## src/rtl/seq_detector_prog.sv

```systemverilog
`default_nettype none
// ============================================================================
//  Module   : seq_detector_prog
//  Brief    : Runtime-programmable serial sequence detector with optional
//             overlap, per-bit don't-care mask, input qualification and a
//             saturating match counter. Emits a one-cycle registered pulse
//             for every occurrence of the loaded SEQ_LEN-bit pattern.
//  Revision : 1.0  initial release
// ============================================================================
module seq_detector_prog #(
    parameter int                 SEQ_LEN     = 4,
    parameter logic [SEQ_LEN-1:0] DEFAULT_SEQ = SEQ_LEN'(4'b0101),
    parameter int                 CNT_W       = 8
) (
    input  logic               clk,
    input  logic               rst,
    input  logic               din,
    input  logic               din_valid,
    input  logic               overlap,
    input  logic               cfg_load,
    input  logic [SEQ_LEN-1:0] cfg_seq,
    input  logic [SEQ_LEN-1:0] cfg_mask,
    input  logic               cnt_clr,
    output logic               dout,
    output logic [CNT_W-1:0]   match_cnt
);

    // Fill counter must represent 0..SEQ_LEN inclusive.
    localparam int             FILL_W    = $clog2(SEQ_LEN + 1);
    localparam logic [FILL_W-1:0] FILL_FULL = FILL_W'(SEQ_LEN);

    logic [SEQ_LEN-1:0] r_pat;
    logic [SEQ_LEN-1:0] r_mask;
    logic [SEQ_LEN-1:0] r_hist;
    logic [FILL_W-1:0]  r_fill;
    logic               r_dout;
    logic [CNT_W-1:0]   r_cnt;

    logic               w_sample;
    logic [SEQ_LEN-1:0] w_hist_next;
    logic [FILL_W-1:0]  w_fill_inc;
    logic               w_match;
    logic               w_cnt_sat;

    // Compare is done on the post-shift history so the pulse appears right
    // after the edge that captures the final pattern bit. A config load on
    // the same edge discards the data bit entirely.
    always_comb begin
        w_sample    = din_valid && !cfg_load;
        w_hist_next = {r_hist[SEQ_LEN-2:0], din};
        w_fill_inc  = (r_fill == FILL_FULL) ? FILL_FULL : (r_fill + FILL_W'(1));
        w_match     = w_sample && (w_fill_inc == FILL_FULL) &&
                      (((w_hist_next ^ r_pat) & r_mask) == '0);
        w_cnt_sat   = &r_cnt;
    end

    // Pattern/mask registers: reload on cfg_load, revert to default on reset.
    always_ff @(posedge clk or negedge rst) begin
        if (!rst) begin
            r_pat  <= DEFAULT_SEQ;
            r_mask <= '1;
        end else if (cfg_load) begin
            r_pat  <= cfg_seq;
            r_mask <= cfg_mask;
        end
    end

    // History and fill tracking; fill gates the compare so stale history
    // after a load or a non-overlapping match never produces a false hit.
    always_ff @(posedge clk or negedge rst) begin
        if (!rst) begin
            r_hist <= '0;
            r_fill <= '0;
        end else if (cfg_load) begin
            r_fill <= '0;
        end else if (din_valid) begin
            r_hist <= w_hist_next;
            if (w_match && !overlap) begin
                r_fill <= '0;
            end else begin
                r_fill <= w_fill_inc;
            end
        end
    end

    // Registered match pulse, low whenever no valid sample completes a match.
    always_ff @(posedge clk or negedge rst) begin
        if (!rst) begin
            r_dout <= 1'b0;
        end else begin
            r_dout <= w_match;
        end
    end

    // Saturating match counter; a clear wins over a coincident increment.
    always_ff @(posedge clk or negedge rst) begin
        if (!rst) begin
            r_cnt <= '0;
        end else if (cnt_clr) begin
            r_cnt <= '0;
        end else if (w_match && !w_cnt_sat) begin
            r_cnt <= r_cnt + CNT_W'(1);
        end
    end

    assign dout      = r_dout;
    assign match_cnt = r_cnt;

endmodule
`default_nettype wire
```

## config.mk

```make
export PLATFORM = sky130hd
export DESIGN_NAME = seq_detector_prog
export DESIGN_NICKNAME = d
export VERILOG_FILES = /design/src/rtl/seq_detector_prog.sv
export SDC_FILE = /design/constraint.sdc
export NUM_CORES = 1
export LEC_CHECK = 0
export CORE_UTILIZATION = 45
export CTS_BUF_LIST = sky130_fd_sc_hd__clkbuf_4
export DETAILED_ROUTE_END_ITERATION = 12
export PLACE_DENSITY = 0.72
export RECOVER_POWER = 100
export SLEW_MARGIN = 30
export SYNTH_ARGS = -nofsm -noshare
export SYNTH_HDL_FRONTEND = slang
export SYNTH_SLANG_ARGS = --single-unit
```

## constraint.sdc

```tcl
create_clock -name clk -period 2.44 [get_ports clk]
set_input_delay 0.488 -clock clk [delete_from_list [all_inputs] [get_ports clk]]
set_output_delay 0.488 -clock clk [all_outputs]
set_load 0.02 [all_outputs]
```

==> metrics.md <==
| Metric | Value |
|---|---|
| Die X | 51.7 um |
| Reg power frac | 61.1% |
| Crit path max fanout | 8 |
| Setup Viol. Count Final | 0 |
| Startpoint types | input pin |
| Final Hold Viols | 0 |
| DRC Markers | 0 |
| DP Worst Slack | 0.0140 ns |
| Worst-margin pin slew | 1.23 ns |
| Vias in the first global route | 796 |
| RePlAce Congestion | 0.768 |
| Final net count | 142 |
| Critical R2R Launch | r_fill[0] |
| HP Class | flip-flop to flip-flop |
| Max Cap Viol | 0 |
| Port Buffers | 23 |
| RSZ-0062 raised after global routing | false |
| Ports | 24 |
| ANT nets after route | 0 |
| Reg-to-reg endpoint | match_cnt[5] |
| Worst-path clk slew | 0.12 ns |
| Outcome | complete, no violations |
| Setup TNS | 0 ns |
| Power Density | 507 mW/mm^2 |
| Yosys top cell by area | dfrtp_1 |
| WL met1 | 917 um |
| Crit path required time | 2.68 ns |
| Gr ovfl total | 0 |
| Worst R2R Setup Slack | 0.30 ns |
| # hold bufs at CTS | 0 |
| CTS tree | built |
| Min Tclk post-route | 2.16 ns |
| H-tree level count | 1 |
| Hold Path Origin | r_pat[3] |
| Critical path type | input pin to flip-flop |
| Most common cell after layout, fill and taps aside | dfrtp_1 |
| Ys Warns | 0 |
| CTS Buf Count | 3 |
| Fin util | 62.0% |
| Placed insts | 147 |
| Maximum root-to-sink buffer count | 2 |
| CTS root buffer | clkbuf_4 |
| Synth unique cells | 31 |
| Gate power share | 14.5% |
| Pleak | 0.619 nW |
| Clock insertion delay at the later pin of the skew report | 0.31 ns |
| Leading cell types in the layout, fill and taps excluded | 17 x dfrtp_1, 12 x mux2_2, 12 x clkdlybuf4s50_1 |
| Global-route wire length before repair | 3560 um |
| Clk network pwr share | 24.4% |
| Fillers | 207 |
| Multi-input gate area | 502 sq um |
| Top-area cell type share of the netlist area | 38.3% |
| Final Worst Setup Slack | 0.278 ns |
| Synthesized area | 0.00111 sq mm |
| CP endpoint kind | flip-flop |
| Critical Path AT | 2.40 ns |
| N_diodes | 0 |
| Die Span Y | 51.7 um |
| Worst r2r path cells | 7 |
| Post-Syn Nets | 112 |
| Core ar. | 0.00228 sq mm |
| VDD IR max | 494 uV |
| Routed WL per cell | 13.4 um |
| Top layer in use | met4 |
| Syn Inst Count | 94 |
| Sw frac | 24.5% |
| Sink Count | 23 |
| Metal3 WL | 70 um |
| Slew HR | 18.0% |
| Post-CTS setup buffers | 0 |
| Share of layout cells above drive strength 1 | 20.3% |
| Int Pwr | 540 uW |
| Met2 wire len | 1030 um |
| Hold Path Sink | r_pat[3] |
| P_sw | 175 uW |
| Std cell rows | 17 |
| Routed vias/inst | 5.33 |
| Area Growth Syn to Fin | 27.2% |
| Total Wirelength | 2030 um |
| Vias | 805 |
| Iter 0 DRT Violations | 10 |
| Sequential area share after synthesis | 52.5% |
| Non-filler instance count after layout | 151 |
| Top cells by area, synth | dfrtp_1 38%, dfstp_2 14%, mux2_2 12% |
| Min-Delay Path Depth | 1 |
| Mean Syn Cell Area | 11.8 sq um |
| Reg area | 583 sq um |
| Fin. max-slew vios | 0 |
| Max Clock Skew | 0.00151 ns |
| Post_cts resized | 0 |
| DR pass1 iterations | 4 |
| Final Cycle Share | 88.6% |
| Die area | 0.00267 sq mm |
| Highest Clock Rate | 0.463 GHz |
| Total power | 715 uW |
| #FFs+latches synth | 23 |
| Largest net degree at the start of global routing | 24 |
| Initial Util | 48.8% |
| Initial antenna violation count | 0 |
| Dpl hpwl | 1540 um |
| Total global routing track utilization | 18.5% |
==> sequential cells by signal, indices dropped and copies added (netlist names) <==
signal / cells
match_cnt: 8
dout: 1
r_hist: 3
r_fill: 3
r_mask: 4
r_pat: 4
==> through the flow <==
| step | cell area, sq um | hold slack [ns] |
|---|---|---|
| 6_report | 1410 | 0.548 |
| 5_1_grt | 1410 | 0.566 |
| 4_1_cts | 1430 | 0.517 |
| 3_5_place_dp | 1400 | 0.521 |
| 3_3_place_gp | 1400 | 0.512 |
| 2_1_floorplan | 1110 | 0.192 |
==> power groups by stage <==
stage / Combinational, mW / Clock [mW] / Sequential [mW]
final: 0.104 / 0.174 / 0.437
after floorplan: 0.0634 / 0 / 0.438
after global placement: 0.105 / 0 / 0.443
after detailed placement: 0.108 / 0 / 0.445
after global routing: 0.116 / 0.198 / 0.442
after CTS: 0.108 / 0.184 / 0.438
==> worst max-delay path by stage <==
stage | from | end | slack, ns | depth (start not counted)
6_report | cfg_load | match_cnt[5] | 0.28 | 6
5_1_grt | r_fill[0] | match_cnt[5] | 0.11 | 7
3_3_place_gp | din | match_cnt[5] | 0.11 | 6
4_1_cts | r_fill[0] | match_cnt[5] | 0.26 | 7
2_1_floorplan | r_fill[0] | match_cnt[5] | 0.48 | 7
3_5_place_dp | din | match_cnt[5] | 0.01 | 6
==> per-layer routing <==
metal	up-vias	global-route usage [%]
li1	408	-
met1	382	24.7
met2	13	29.9
met3	2	5.26
met4	0	4.05
met5	-	0
==> cells by family after synthesis <==
family,share of synthesized area [%]
AND/OR/NAND/NOR,15.4
flip-flops,52.5
AO/OA/AOI/OAI,8.57
multiplexers,14.0
buffers and inverters,2.14
XOR/XNOR,3.95
adder cells (fa/ha/maj),3.38
==> synthesized netlist by cell type (all sizes together) <==
cell type   n
a21oi       6
a221oi      1
a222oi      1
a22o        1
a311oi      1
and2        1
and3        1
and3b       1
and4        3
buf         2
clkbuf      1
dfrtp      17
dfstp       6
ha          3
inv         3
mux2       12
mux2i       2
nand2       3
nand2b      2
nand3       3
nand4       2
nor2        6
nor2b       1
nor3        2
o21ai       3
o31ai       1
or3         3
or4         1
xor2        5
==> area by class of cell <==
class | count | share of cell area, %
well taps | 28 | 2.48
multi-input cells | 65 | 35.5
inverters | 3 | 0.798
repair buffers | 28 | 17.9
clock buffers | 3 | 1.60
clock inverters | 1 | 0.355
flip-flops and latches | 23 | 41.3
==> worst max-delay path: stages <==
cell           delay [ns]
dlygate4sd3_1        0.54
nand2b_1             0.17
nor3_1               0.33
nand4_2              0.24
or4_1                0.46
a21oi_1              0.17
No activity file was read; power rests on OpenSTA's default activity.
